$ cat src/rtl/prog_launcher_pkg.sv
// Shared types and constants for the program launcher.
package prog_launcher_pkg;

    typedef enum logic [2:0] {
        L_IDLE,
        L_START,
        L_RUN,
        L_REPORT,
        L_DONE
    } launch_state_t;

    // RUN cycles during which DutAck is ignored; it may still be high from the previous program.
    localparam int ACK_BLANK_CYC = 1;

endpackage

$ cat src/rtl/sat_counter.sv
// Saturating up-counter. Clear has priority. The counter stops at the limit and never wraps.
module sat_counter #(
    parameter int W = 16
) (
    input  logic         Clk,
    input  logic         Reset,
    input  logic         clr,
    input  logic         en,
    input  logic [W-1:0] limit,
    output logic [W-1:0] count,
    output logic         at_limit
);

    logic [W-1:0] r_count;

    assign count    = r_count;
    assign at_limit = (r_count == limit);

    // Count enabled cycles until the limit is reached; clear overrides enable.
    always_ff @(posedge Clk or negedge Reset) begin
        if (!Reset)
            r_count <= '0;
        else if (clr)
            r_count <= '0;
        else if (en && !at_limit)
            r_count <= r_count + 1'b1;
    end

endmodule

$ cat src/rtl/prog_launcher.sv
// Host-side Start/Ack initiator. It launches NUM_PROGS programs back to back,
// times each one in RUN cycles, abandons a program at TIMEOUT, and strobes one
// result per program.
module prog_launcher
    import prog_launcher_pkg::*;
#(
    parameter  int          NUM_PROGS = 3,
    parameter  int          START_CYC = 2,
    parameter  int          CYC_W     = 16,
    parameter  int unsigned TIMEOUT   = 32'hFFF0,
    localparam int          PI_W      = $clog2(NUM_PROGS + 1)
) (
    input  logic             Clk,
    input  logic             Reset,
    input  logic             Go,
    input  logic             DutAck,
    output logic             DutStart,
    output logic [PI_W-1:0]  ProgIdx,
    output logic [CYC_W-1:0] CycleCount,
    output logic             ResultValid,
    output logic             TimedOut,
    output logic             AnyTimeout,
    output logic             Busy,
    output logic             Done
);

    localparam logic [CYC_W-1:0] TO_L    = CYC_W'(TIMEOUT);
    localparam logic [CYC_W-1:0] START_L = CYC_W'(START_CYC - 1);
    localparam logic [CYC_W-1:0] BLANK_L = CYC_W'(ACK_BLANK_CYC);
    localparam logic [PI_W-1:0]  LAST_L  = PI_W'(NUM_PROGS - 1);

    launch_state_t    r_state, w_next;
    logic [CYC_W-1:0] w_hold_cnt, w_run_cnt;
    logic             w_hold_done, w_run_at_to;
    logic             w_ack_ok, w_timeout, w_launch;
    logic             r_DutStart, r_TimedOut, r_AnyTimeout;
    logic [PI_W-1:0]  r_ProgIdx;
    logic [CYC_W-1:0] r_CycleCount;

    // START needs only the limit flag. The hold count value has no other consumer.
    logic w_unused_hold;
    assign w_unused_hold = ^w_hold_cnt;

    // Counts START cycles. The hold counter is zero on the first START cycle.
    sat_counter #(.W(CYC_W)) u_hold (
        .Clk      (Clk),
        .Reset    (Reset),
        .clr      (r_state != L_START),
        .en       (r_state == L_START),
        .limit    (START_L),
        .count    (w_hold_cnt),
        .at_limit (w_hold_done)
    );

    // Counts RUN cycles. The counter steps on entry into RUN, so it reads 1 on the first RUN cycle.
    sat_counter #(.W(CYC_W)) u_run (
        .Clk      (Clk),
        .Reset    (Reset),
        .clr      (w_next != L_RUN),
        .en       (w_next == L_RUN),
        .limit    (TO_L),
        .count    (w_run_cnt),
        .at_limit (w_run_at_to)
    );

    // Next-state logic. When an ack and a timeout occur in the same cycle, the ack wins.
    always_comb begin
        w_next    = r_state;
        w_ack_ok  = 1'b0;
        w_timeout = 1'b0;
        w_launch  = 1'b0;
        unique case (r_state)
            L_IDLE, L_DONE: begin
                w_launch = Go;
                if (Go) w_next = L_START;
            end
            L_START: if (w_hold_done) w_next = L_RUN;
            L_RUN: begin
                w_ack_ok  = DutAck && (w_run_cnt > BLANK_L);
                w_timeout = !w_ack_ok && w_run_at_to;
                if (w_ack_ok || w_timeout) w_next = L_REPORT;
            end
            L_REPORT: w_next = (r_ProgIdx == LAST_L) ? L_DONE : L_START;
            default:  w_next = L_IDLE;
        endcase
    end

    // State register.
    always_ff @(posedge Clk or negedge Reset) begin
        if (!Reset) r_state <= L_IDLE;
        else        r_state <= w_next;
    end

    // Registered start pulse, program index, latched result and sticky timeout flag.
    always_ff @(posedge Clk or negedge Reset) begin
        if (!Reset) begin
            r_DutStart   <= 1'b0;
            r_ProgIdx    <= '0;
            r_CycleCount <= '0;
            r_TimedOut   <= 1'b0;
            r_AnyTimeout <= 1'b0;
        end else begin
            r_DutStart <= (w_next == L_START);
            if (w_launch) begin
                r_ProgIdx    <= '0;
                r_AnyTimeout <= 1'b0;
            end else if (r_state == L_REPORT && w_next == L_START) begin
                r_ProgIdx <= r_ProgIdx + 1'b1;
            end
            if (w_next == L_REPORT) begin
                r_CycleCount <= w_run_cnt;
                r_TimedOut   <= w_timeout;
                if (w_timeout) r_AnyTimeout <= 1'b1;
            end
        end
    end

    assign DutStart    = r_DutStart;
    assign ProgIdx     = r_ProgIdx;
    assign CycleCount  = r_CycleCount;
    assign TimedOut    = r_TimedOut;
    assign AnyTimeout  = r_AnyTimeout;
    assign ResultValid = (r_state == L_REPORT);
    assign Busy        = (r_state != L_IDLE) && (r_state != L_DONE);
    assign Done        = (r_state == L_DONE);

endmodule

$ cat config.mk
export PLATFORM = sky130hd
export DESIGN_NAME = prog_launcher
export DESIGN_NICKNAME = d
export VERILOG_FILES = /design/src/rtl/prog_launcher_pkg.sv /design/src/rtl/sat_counter.sv /design/src/rtl/prog_launcher.sv
export SDC_FILE = /design/constraint.sdc
export NUM_CORES = 1
export LEC_CHECK = 0
export CORE_ASPECT_RATIO = 1.2
export CORE_UTILIZATION = 40
export DETAILED_ROUTE_END_ITERATION = 12
export GPL_ROUTABILITY_DRIVEN = 0
export PLACE_DENSITY_LB_ADDON = 0.15
export SLEW_MARGIN = 20
export SYNTH_ARGS = -nofsm -noshare
export SYNTH_HDL_FRONTEND = slang
export SYNTH_HIERARCHICAL = 1
export SYNTH_SLANG_ARGS = --single-unit
$ cat constraint.sdc
create_clock -name Clk -period 8.68 [get_ports Clk]
set_clock_uncertainty 0.1 [all_clocks]
set_input_delay 1.736 -clock Clk [delete_from_list [all_inputs] [get_ports Clk]]
set_output_delay 1.736 -clock Clk [all_outputs]
set_load 0.03 [all_outputs]
### After elaboration in Yosys (flattened, before gate mapping)

Index checks and enable logic that the tools add are counted.

| storage, ports and cells | value |
|---|---|
| logic and storage cells | 57 |
| flip-flop bits (word level) | 56 |
| output and inout bits | 24 |
| bits of input ports | 4 |

| operators by class | value |
|---|---|
| multiplexer cells | 16 |
| reductions and logical operators | 16 |
| $add $sub $neg | 3 |
| equal/unequal tests | 13 |
| order comparisons | 1 |

Operators with widths:

| cell | number |
|---|---|
| 16-bit two-way mux | 4 |
| 16-bit by 1-bit adder with 16-bit output, second input constant | 2 |
| 16-bit by 1-bit equality test with 1-bit output, second input constant | 1 |
| 16-bit equality test, second input constant | 1 |
| 16-bit by 1-bit > comparator with 1-bit output, second input constant | 1 |
| 3-bit by 2-bit equality test with 1-bit output, second input constant | 4 |
| 3-bit two-way mux | 4 |
| 3-bit one-hot mux with 4 select lines | 1 |
| 3-bit by 1-bit equality test with 1-bit output, second input constant | 2 |
| 1-bit logical AND | 6 |
| 2-bit nonzero test | 3 |
| 1-bit two-way mux | 5 |
| 2-bit two-way mux | 2 |
| 3-bit equality test, second input constant | 1 |
| 1-bit zero test | 3 |
| 3-bit zero test | 1 |
| 3-bit by 1-bit inequality test with 1-bit output, second input constant | 1 |
| 3-bit by 2-bit inequality test with 1-bit output, second input constant | 1 |
| 3-bit inequality test, second input constant | 1 |
| 3-bit nonzero test | 1 |
| 2-bit by 1-bit adder with 2-bit output, second input constant | 1 |
| 2-bit equality test, second input constant | 1 |
| 2-bit OR reduction | 1 |
| 1-bit logical OR | 1 |

### Logic depth before layout (Yosys ltp)

| depth | value |
|---|---|
| depth in word-level cells | 11 |
| depth in mapped cells | 14 |
| mapped depth without buffers | 12 |

### Modules after synthesis

The synthesis kept the hierarchy.

By module, submodules not included:

| module | seq. area each (µm²) | area each (µm²) | cells each | instances |
|---|---|---|---|---|
| sat_counter | 400.4 | 1086.0 | 117 | 2 |
| prog_launcher | 600.6 | 1084.8 | 81 | 1 |

### Worst setup path after synthesis

No wires, ideal clock.

| timing path | value |
|---|---|
| path type | input -> register |
| from | in DutAck |
| to | reg u_run.r_count[13] (netlist: u_run/count[13]) |
| required time | 8455 ps |
| library setup time | 125 ps |
| cell stages on the path | 7 |
| path buffers | 1 |
| path slack | 4953 ps |
| arrival | 3503 ps |
| cells stage by stage | a31oi_4 buf_12 nor3b_2 nand4_1 nor2_1 nor4b_1 mux2_2 |

| between the ends | value |
|---|---|
| longest elaborated chain between the ends | 9 |
| elaborated cells on any way between the ends | 11 |
| classes of those cells | eq/ne: 2; mux: 3; reduce/logical: 6 |

Ends and longest elaborated chain:

| element | RTL line | text |
|---|---|---|
| from (decl) | prog_launcher.sv:16 | `input logic DutAck,` |
| 1-bit logical AND (*) | prog_launcher.sv:79 | `w_ack_ok = DutAck && (w_run_cnt > BLANK_L);` |
| 1-bit zero test | prog_launcher.sv:80 | `w_timeout = !w_ack_ok && w_run_at_to;` |
| 1-bit logical AND | prog_launcher.sv:80 |  |
| 1-bit logical OR (*) | prog_launcher.sv:81 | `if (w_ack_ok \|\| w_timeout) w_next = L_REPORT;` |
| 3-bit two-way mux (*) | prog_launcher.sv:81 |  |
| 3-bit one-hot mux with 4 select lines (*) | prog_launcher.sv:72 | `unique case (r_state)` |
| 3-bit by 2-bit equality test with 1-bit output | prog_launcher.sv:60 | `.en (w_next == L_RUN),` |
| 1-bit logical AND | sat_counter.sv:25 | `else if (en && !at_limit)` |
| 2-bit nonzero test (no source line) | n/a |  |
| to (signal assigned) | sat_counter.sv:26 | `r_count <= r_count + 1'b1;` |
| to (decl) | sat_counter.sv:14 | `logic [W-1:0] r_count;` |

Every way passes the cells marked *; elsewhere a longest branch is shown, timed or not.
A chain may end at the register's enable or synchronous reset.

### Worst setup path after layout

Same ends and word-level chain as after synthesis.

==> qor.csv <==
stage,metric,value,unit
global_route,antenna_found_initial,0,
routing,wl_met2,3372,um
pwr,power_density,134.4,mW/mm2
finish,fin_nets,380,
global_route,grt_overflow,0,
placed_design,dp_hpwl,4642,um
run_status,status,finished clean,
synth,synth_area_leaders,"dfrtp_1, xnor2_1, mux2_2",
clocking,clock_latency,0.30,ns
sta,rsz0062_at_grt,no,
global_route,grt_pass1_wl,11280,um
global_route,grt_pass1_vias,2317,
global_route,grt_usage,16.59,%
sta,hold_ws,0.4159,ns
pwr,pwr-share-seq,58.6,%
routing,wl_per_cell,14.33,um
finish,mostFrequentLayoutCell,dfrtp_1,
pwr,peakVddDrop,0.09453,mV
die,core,0.007795,mm2
clocking,cts_resized,0,
finish,final_util,48.36,%
pwr,switching_share,27.67,%
sta,tightest_slew,0.8712,ns
min_path,holdPathEnd,CycleCount[10],
routing,vias,2439,
pwr,total_power,506.7,uW
synth,synth-compound-area-share,7.799,%
sta,drv_slew,0,
clocking,cts_buffers,5,
clocking,postCtsHoldBufs,0,
min_path,whs_path_depth,1,
critical_path,rr_endpoint,u_run/count[13],
critical_path,r2r_cells,11,
critical_path,worst-setup-path-type,primary input to flip-flop,
sta,fin_tns_setup,0,ns
synth,synth.cell_area,0.003257,mm2
pwr,clkPwrFrac,27.0,%
pwr,internal_power,366.5,uW
job,cap_viol_max_count,0,
clocking,cts_root_buf,clkbuf_8,
die,io_pins,28,
placed_design,port_buffers,27,
synth,syn_inst,315,
synth,synth.top_cell.area_share,43.03,%
sta,hold_violations,0,
die,die_w,84.37,um
clocking,h-tree-depth,2,
synth,yosys_register_bits,56,
finish,antenna_cells,0,
sta,setup_slack,4.173,ns
synth,synthSimpleGateAreaFrac,23.01,%
synth,synth_fa_ha_area_share,1.153,%
routing,top_layer,met4,
finish,area_delta_synth_final,15.75,%
die,row_count,35,
routing,wl_met3,138,um
synth,synthMuxAreaShare,12.18,%
finish,mostFrequentLayoutCells,"dfrtp_1, xnor2_1, nor2_1, conb_1, clkdlybuf4s50_1",
synth,syn_area_per_cell,10.34,um2
placed_design,dp_slack,3.858,ns
pwr,power.switching,140.2,uW
die,die_area,0.008508,mm2
synth,yosys.area.top_type,dfrtp_1,
sta,post-route-min-period,4.507,ns
critical_path,reg2reg_from,u_run/count[4],
routing,antenna_left,0,
sta,maxClockFrequency,0.2219,GHz
die,die_h,100.8,um
sta,max-slew-margin-rel,41.75,%
critical_path,arrival,4.60,ns
sta,finalSetupViolCount,0,
pwr,p_leak,0.001595,uW
routing,drt-met1-wl,3036,um
critical_path,required,8.77,ns
synth,synthXorXnorAreaFrac,8.874,%
clocking,path_clk_slew,0.09,ns
clocking,clock_sinks,56,
routing,drc,0,
sta,period_share,51.93,%
routing,via_per_inst,5.245,
global_route,grt_max_degree,57,
synth,ys_seq_area_share,43.03,%
clocking,clock_path_buffers,2,
critical_path,rrSetupSlack,4.79,ns
synth,synth_top_family_by_area,simple AND/OR/NAND/NOR gates,
synth,ys_warn_count,6,
critical_path,worst-path-max-fanout,19,
min_path,hold_path_startpoint,CycleCount[10],
pwr,combPwrFrac,14.3,%
die,start_util,41.78,%
routing,firstDrtPassIters,4,
clocking,cts_setup_buffers,0,
clocking,cts_tree,yes,
critical_path,worst_setup_path_start_kind,primary input,
routing,drt-total-wl,6665,um
critical_path,end_kind,flip-flop,
finish,drive_gt1_share,13.40,%
min_path,hold_class,flip-flop to flip-flop,
routing,dr.first_iter.drc_count,143,
synth,netlist-cell-type-count,38,
[per-stage QoR]
step / std cells / cell area, um2
finish: 465 / 3770
global route: 465 / 3770
CTS: 465 / 3770
detailed placement: 458 / 3692
global placement: 458 / 3692
floorplan: 345 / 3369
[power by group through the flow]
stage	sequential (uW)	clock (uW)	combinational, uW
floorplan	299	0	54.7
global placement	302	0	71.3
detailed placement	302	0	73.7
CTS	297	143	73.9
global route	300	152	82.0
finish	297	137	72.7
[worst max-delay path, cell delays in order]
cell and delay [ns]:
clkdlybuf4s50_1 0.49, a31oi_4 0.65, nor3b_2 0.47, nand4_1 0.32
nor2_1 0.25, nor4b_1 0.30, mux2_2 0.37
[how the worst max path moves through the flow]
stage	slack [ns]	start	to	depth (start not counted)
2_1_floorplan	4.95	DutAck	u_run/count[13]	7
3_3_place_gp	3.97	DutAck	u_run/count[13]	7
3_5_place_dp	3.86	DutAck	u_run/count[13]	7
4_1_cts	4.20	DutAck	u_run/count[13]	7
5_1_grt	3.99	DutAck	u_run/count[13]	7
6_report	4.17	DutAck	u_run/count[13]	7
[synthesized netlist by cell type]
cell type / instances
nor2b_1: 12
nand4_1: 15
and4b_1: 2
nor2_1: 32
xnor2_1: 33
and2_2: 1
nand3_1: 8
clkbuf_1: 4
o31a_1: 2
o21ba_2: 2
mux2i_1: 1
mux2_4: 7
o31ai_1: 4
conb_1: 2
nor4_1: 11
nand2b_1: 1
nor3_1: 3
or3_1: 8
or4_1: 4
mux2_2: 25
o21ai_0: 12
buf_6: 4
a21oi_1: 18
inv_1: 11
nor3b_2: 2
nand4bb_1: 1
ha_1: 3
a22o_1: 1
nand2_1: 14
a31oi_4: 1
nor4b_1: 4
nor4_4: 2
nand3b_1: 3
a31oi_1: 1
nor3b_1: 1
buf_12: 1
dfrtp_1: 56
and3b_1: 3
[layout make-up]
type | instances | area, um2
fill | 756 | 4025
clock buffer | 6 | 72.57
inverter | 11 | 41.29
tap | 92 | 115.1
clock inverter | 1 | 5.005
timing repair buffer | 30 | 287.8
multi-input combinational | 269 | 1847
sequential | 56 | 1401
[layer usage]
metal  track usage [%]  vias to the layer above
li1                  -                     1210
met1             21.07                     1194
met2             29.13                       25
met3             2.539                       10
met4             5.346                        0
met5                 0                        -
[sequential cells by signal, summed over array words and instances, names as in the netlist]
register	count
TimedOut	1
u_hold/count	16
CycleCount	16
u_run/count	16
r_state	3
AnyTimeout	1
DutStart	1
ProgIdx	2
[kinds of logic (layout without fill, tap and decap cells)]
kind of cell | count (synthesis) | in the layout
XOR/XNOR | 33 | 33
AO/OA/AOI/OAI | 41 | 41
other | 2 | 32
AND/OR/NAND/NOR | 127 | 127
buffers and inverters | 20 | 48
multiplexers | 33 | 33
adder cells (fa/ha/maj) | 3 | 3
flip-flops | 56 | 56
Note: power is estimated with default switching activity, not from simulation.
